### src/rtl/spi.sv
`default_nettype none
// ============================================================================
// Module   : spi
// Brief    : Mode-0 MSB-first SPI master with a data/control register pair;
//            8-bit slow or 32-bit fast transfers, writes stalled while busy.
// Revision : 1.0  initial release
// ============================================================================
module spi #(
    parameter int SLOW_HALF = 64,
    parameter int FAST_HALF = 2
) (
    input  logic        clk,
    input  logic        rst,
    input  logic        stb,
    input  logic        we,
    input  logic        addr,
    input  logic [31:0] data_in,
    output logic [31:0] data_out,
    output logic        ack,
    output logic [1:0]  ss_n,
    output logic        sclk,
    output logic        mosi,
    input  logic        miso
);

    localparam int c_MAX_HALF = (SLOW_HALF > FAST_HALF) ? SLOW_HALF : FAST_HALF;
    localparam int c_DIV_W    = $clog2(c_MAX_HALF) + 1;

    typedef enum logic [1:0] {
        S_IDLE = 2'd0,
        S_LOW  = 2'd1,
        S_HIGH = 2'd2
    } state_t;

    state_t               r_state;
    state_t               w_next;
    logic [31:0]          r_tx_sh;
    logic [31:0]          r_rx_sh;
    logic [31:0]          r_rx;
    logic [2:0]           r_ctrl;
    logic [1:0]           r_ss_n;
    logic                 r_fast_lat;
    logic                 r_busy;
    logic                 r_sclk;
    logic [c_DIV_W-1:0]   r_div;
    logic [5:0]           r_bitcnt;
    logic [c_DIV_W-1:0]   w_half_m1;
    logic                 w_half_done;
    logic                 w_last;
    logic                 w_start;
    logic                 w_ctrl_wr;

    // Half-period follows the width latched at start, not the live ctrl bit.
    assign w_half_m1   = r_fast_lat ? c_DIV_W'(FAST_HALF - 1) : c_DIV_W'(SLOW_HALF - 1);
    assign w_half_done = (r_div == w_half_m1);
    assign w_last      = (r_bitcnt == 6'd1);
    assign w_start     = stb & we & ~addr & ~r_busy;
    assign w_ctrl_wr   = stb & we &  addr & ~r_busy;

    assign ack      = stb & ~rst & (~we | ~r_busy);
    assign data_out = addr       ? {31'b0, ~r_busy} :
                      r_fast_lat ? r_rx             : {24'b0, r_rx[7:0]};
    assign ss_n     = r_ss_n;
    assign sclk     = r_sclk;
    assign mosi     = (r_state == S_IDLE) ? 1'b1 : r_tx_sh[31];

    always_ff @(posedge clk) begin
        if (rst) begin
            r_state <= S_IDLE;
        end else begin
            r_state <= w_next;
        end
    end

    always_comb begin
        w_next = r_state;
        case (r_state)
            S_IDLE:  if (w_start)     w_next = S_LOW;
            S_LOW:   if (w_half_done) w_next = S_HIGH;
            S_HIGH:  if (w_half_done) w_next = w_last ? S_IDLE : S_LOW;
            default: w_next = S_IDLE;
        endcase
    end

    always_ff @(posedge clk) begin
        if (rst) begin
            r_tx_sh    <= 32'b0;
            r_rx_sh    <= 32'b0;
            r_rx       <= 32'b0;
            r_ctrl     <= 3'b0;
            r_ss_n     <= 2'b11;
            r_fast_lat <= 1'b0;
            r_busy     <= 1'b0;
            r_sclk     <= 1'b0;
            r_div      <= '0;
            r_bitcnt   <= 6'd0;
        end else begin
            if (w_ctrl_wr) begin
                r_ctrl <= data_in[2:0];
                r_ss_n <= ~data_in[1:0];
            end
            case (r_state)
                S_IDLE: begin
                    if (w_start) begin
                        r_fast_lat <= r_ctrl[2];
                        r_tx_sh    <= r_ctrl[2] ? data_in : {data_in[7:0], 24'b0};
                        r_bitcnt   <= r_ctrl[2] ? 6'd32 : 6'd8;
                        r_busy     <= 1'b1;
                        r_div      <= '0;
                    end
                end
                S_LOW: begin
                    if (w_half_done) begin
                        r_sclk  <= 1'b1;
                        r_rx_sh <= {r_rx_sh[30:0], miso};
                        r_div   <= '0;
                    end else begin
                        r_div <= r_div + c_DIV_W'(1);
                    end
                end
                S_HIGH: begin
                    if (w_half_done) begin
                        r_sclk   <= 1'b0;
                        r_tx_sh  <= {r_tx_sh[30:0], 1'b0};
                        r_bitcnt <= r_bitcnt - 6'd1;
                        r_div    <= '0;
                        if (w_last) begin
                            r_rx   <= r_rx_sh;
                            r_busy <= 1'b0;
                        end
                    end else begin
                        r_div <= r_div + c_DIV_W'(1);
                    end
                end
                default: ;
            endcase
        end
    end

endmodule
`default_nettype wire

### config.mk
export PLATFORM = sky130hd
export DESIGN_NAME = spi
export DESIGN_NICKNAME = d
export VERILOG_FILES = /design/src/rtl/spi.sv
export SDC_FILE = /design/constraint.sdc
export NUM_CORES = 1
export LEC_CHECK = 0
export BUFFER_PORTS_ARGS = -buffer_cell sky130_fd_sc_hd__buf_2
export CORE_MARGIN = 1
export CORE_UTILIZATION = 45
export CTS_CLUSTER_DIAMETER = 150
export DETAILED_ROUTE_END_ITERATION = 8
export HOLD_SLACK_MARGIN = 0.06
export PLACE_DENSITY = 0.68
export SYNTH_ARGS = -nofsm -noshare
export SYNTH_HDL_FRONTEND = slang
export SYNTH_SLANG_ARGS = --single-unit
### constraint.sdc
create_clock -name clk -period 1.8 [get_ports clk]
set_clock_uncertainty 0.05 [all_clocks]
set_input_delay 0 -clock clk [delete_from_list [all_inputs] [get_ports clk]]
set_output_delay 0 -clock clk [all_outputs]
set_load 0.01 [all_outputs]
[Word-level counts from Yosys, hierarchy flattened]
Cells that the tools add are included.
Storage, ports and cells
  register bits: 119
  bits in latches: 0
  memory bits (writable): 0
  memory bits (read-only): 0
  output and inout port bits: 37
  memories: 0
Operators by class
  add/sub/neg operators: 2
  multipliers: 0
  div/mod/pow operators: 0
  order comparisons: 0
  equal/unequal tests: 8
  shift-type cells: 0
  multiplexer cells: 27
  bitwise operators: 13
  reduce and logical (&&, ||, !) cells: 13
Operator list (number)
  $mux W32: 5
  $pmux W32 S2: 1
  $mux W6: 4
  $mux W7: 2
  $pmux W7 S2: 1
  $pmux W6 S2: 1
  $reduce_and A3 Y1: 4
  $ne A2 B2 Y1 const B: 4
  $add A7 B1 Y7 const B: 1
  $and A1 B1 Y1: 7
  $eq A7 B6 Y1: 1
  $mux W1: 7
  $eq A6 B1 Y1 const B: 1
  $mux W2: 3
  $pmux W2 S3: 1
  $reduce_and A2 Y1: 3
  $reduce_bool A2 Y1: 3
  $sub A6 B1 Y6 const B: 1
  $not A1 Y1: 4
  $pmux W1 S2: 2
  $reduce_and A4 Y1: 1
  $eq A2 B1 Y1 const B: 1
  $eq A2 B2 Y1 const B: 1
  $logic_not A2 Y1: 1
  3 further kinds: 3

[Longest topological paths before layout]
  depth after elaboration: 5
  gate-level depth with buffers: 8

[Worst setup path after synthesis]
Ideal clock, no wire load.
  kind: flip-flop to flip-flop
  from: register r_state[0]
  to: register r_rx[17]
  data arrival time: 1.738 ns
  data required time: 1.622 ns
  path slack: -0.115 ns
  cell stages (with the launch flop): 9
  cells stage by stage: dfxtp_1 inv_1 ha_1 clkbuf_1 nand4_1 a211oi_4 buf_8 mux2i_1 nor2_1
On the way
  longest elaborated chain between the ends: 2
RTL lines
  from (decl): RTL line 35  | state_t r_state;
  from (signal assigned): RTL line 71  | r_state <= w_next;
  $eq A2 B2 Y1: RTL line 102  | case (r_state)
  $reduce_and A3 Y1 (no source line)
  to (signal assigned): RTL line 128  | r_rx <= r_rx_sh;
  to (decl): RTL line 39  | logic [31:0] r_rx;
Every way passes these cells.
A chain may end at the register's enable or synchronous reset.

[Worst setup path after layout]
  from: register r_div[2]
  to: register r_rx[6]
On the way
  longest elaborated chain between the ends: 2
RTL lines
  from (decl): RTL line 45  | logic [c_DIV_W-1:0] r_div;
  from (signal assigned): RTL line 118  | r_div <= r_div + c_DIV_W'(1);
  from (signal assigned): RTL line 132  | r_div <= r_div + c_DIV_W'(1);
  $eq A7 B6 Y1: RTL line 55  | assign w_half_done = (r_div == w_half_m1);
  $reduce_and A3 Y1 (no source line)
Every way passes these cells.

==> flow_summary.json <==
{
  "placed_area_um2": 6070,
  "r2r_slack_ps": -190,
  "rows": 39,
  "sequentialPowerShare_pct": 39.6,
  "synth_fp_nets": 643,
  "rsz0062_at_grt": "yes",
  "die_y_um": 110,
  "finalWirelength_mm": 15.9,
  "synthArstFlopShare_pct": 0,
  "die_w_um": 110,
  "max-vdd-ir-drop_mv": 0.832,
  "reg2reg_from": "r_div[2]",
  "place_inst": 823,
  "path_class": "reg -> reg",
  "worstPathRequired_ps": 2040,
  "design_area_um2": 7810,
  "clockBufferDepth": 2,
  "hold_ws_ps": 105,
  "switching_share_pct": 24.5,
  "violations": "negative setup slack",
  "routed-via-count": 5178,
  "total_power_w": 0.00681,
  "start_util_pct": 46.1,
  "ios": 75,
  "crit_start": "r_div[2]",
  "synth_cells": 598,
  "antenna_found_initial": 0,
  "hpwlAfterDp_mm": 8.71,
  "fin_ws_ps": -193,
  "hold_violations": 0,
  "dieArea_um2": 12100,
  "final_common_cell": "dfxtp_1",
  "clockPowerShare_pct": 49.7,
  "yosysWarnings": 0,
  "startpoint_type": "flop",
  "nFillCells": 828,
  "drive_gt1_share_pct": 35.1,
  "grt_pass1_vias": 4860,
  "path_clk_slew_ps": 50,
  "clk_latency_ps": 420,
  "arrival_ps": 2240,
  "max_cap_viol_count": 0,
  "port_buffers": 74,
  "cts.sinks": 117,
  "synth_ff_type": "dfxtp_1",
  "cts_made_buffers": 17,
  "routabilityCongestion": 0.834,
  "syn2layout_area_growth_pct": 48.4,
  "worstRegToRegCells": 8,
  "power.internal_w": 0.00514,
  "hp-class": "in -> reg",
  "ctsRootBufferMaster": "clkbuf_16",
  "vias_per_cell": 5.66,
  "final_nets": 804,
  "power_switching_w": 0.00167,
  "grt_use_total_pct": 25.3,
  "dr.pass1.iters": 7,
  "tritoncts": "done",
  "cp-end-kind": "flop",
  "multi_input_area_um2": 3040,
  "ff_latch_area_um2": 2360,
  "final_antenna_net_count": 0,
  "rr_endpoint": "r_rx[6]",
  "synthesis.area_um2": 5260,
  "p_comb_share_pct": 10.7,
  "final_cells": 915,
  "fmax_ghz": 0.502,
  "slew_viol_final": 0,
  "fin_crit_ps": 1990,
  "coreArea_um2": 11400,
  "grt_pass1_wl_mm": 23.4,
  "yosysUniqueCellTypes": 57,
  "drc_errors": 0,
  "avgSynthCellArea_um2": 8.79,
  "fin_crit_sh_pct": 111,
  "slew_headroom_pct": 65.7,
  "setup_viol": 108,
  "power_density_nw_per_um2": 872,
  "antennaDiodeCount": 0,
  "htreeDepth": 4,
  "leakage_nw": 3.16,
  "grt_max_degree": 75,
  "final_cell_mix": "dfxtp_1 (111), buf_2 (73), nand2_1 (67), buf_4 (48)",
  "synth-seq-area-share_pct": 44.5,
  "grt_overflow": 0,
  "synth_seq_cells": 117,
  "worst-path-max-fanout": 5,
  "route.detailed.wl_per_inst_um": 17.4,
  "status": "finished with violations",
  "synth_edf_count": 0,
  "drt_iter0_markers": 355,
  "worst-slew-pin-transition_ps": 514,
  "crit_path_end": "r_rx[6]"
}
[repair_timing]
action	CTS	global route
hold buffers	34	0
endpoints found under the hold margin	45	0
gates cloned	5	4
buffers inserted	12	8
resized for setup	39	84
endpoints found under the setup margin	100	114
pin swaps	11	63
[routing by layer]
layer / share of wire (%) / wire, um / track usage [%]
met1: 41 / 6500 / 30.0
met5: 0 / 0 / 0
met2: 51 / 8140 / 42.5
met3: 5.4 / 851 / 6.82
met4: 2.5 / 404 / 11.7
[power groups by stage]
stage | Clock (W) | Combinational [W] | Sequential, W
finish | 0.00338 | 0.000731 | 0.00269
global route | 0.00354 | 0.000790 | 0.00270
CTS | 0.00342 | 0.000679 | 0.00269
detailed placement | 0 | 0.000601 | 0.00275
global placement | 0 | 0.000580 | 0.00274
floorplan | 0 | 0.000328 | 0.00274
[synth_stat cells (all sizes together) (8+ instances only)]
| library cell | instances | area, um2 |
|---|---|---|
| inv | 10 | 37.5 |
| and2 | 24 | 150 |
| nor2b | 11 | 68.8 |
| a21oi | 48 | 240 |
| mux2i | 42 | 420 |
| a211oi | 19 | 155 |
| clkbuf | 34 | 128 |
| nor2 | 43 | 164 |
| a22oi | 16 | 120 |
| nand2 | 89 | 334 |
| nand3 | 24 | 133 |
| o221ai | 8 | 70.1 |
| buf | 12 | 90.1 |
| dfxtp | 117 | 2340 |
| nor3 | 28 | 140 |
[per-stage QoR]
stage,util [%],TNS [ps],worst slack [ps]
6_report,68.4,-12920,-193
5_1_grt,68.4,-19480,-248
4_1_cts,64.5,-5690,-115
3_5_place_dp,53.2,-9010,-168
3_3_place_gp,53.2,-3910,-95.9
2_1_floorplan,-,-1670,-55.6
[kinds of logic (layout without fill, tap and decap cells)]
kind of cell             Yosys count  after routing  synth area share [%]
adder cells (fa/ha/maj)            7              7                  1.67
AND/OR/NAND/NOR                  244            244                  23.0
multiplexers                      42             42                  7.99
buffers and inverters             56            229                  4.85
AO/OA/AOI/OAI                    132            133                  18.0
flip-flops                       117            117                  44.5
[final cells by class]
| cell class | instances | area share, % |
|---|---|---|
| multi-input combinational | 426 | 38.9 |
| clock inverter | 11 | 1.60 |
| tap | 143 | 2.29 |
| sequential | 117 | 30.2 |
| inverter | 10 | 0.481 |
| clock buffer | 21 | 6.03 |
| timing repair buffer | 187 | 20.5 |
[state kept, by name (all words and copies together), names as in the netlist, 2 cells and up]
name	flops
r_rx	32
r_rx_sh	32
r_tx_sh	32
r_div	7
r_bitcnt	6
r_state	2
ss_n	2
[worst min-delay path by stage]
stage,startpoint,endpoint,cells after the start
2_1_floorplan,data_in[0],ss_n[0],1
3_3_place_gp,miso,r_rx_sh[0],3
3_5_place_dp,miso,r_rx_sh[0],3
4_1_cts,stb,ss_n[0],3
5_1_grt,stb,ss_n[1],3
6_report,stb,ss_n[1],3
[worst max-delay path: stages (launching register included)]
cell	delay [ps]
dfxtp_4	360
nor4_4	360
nand3_4	160
a211oi_4	280
buf_6	150
buf_6	120
buf_16	120
mux2i_1	200
nor2_1	70
Power figures use the tool's default switching activity.
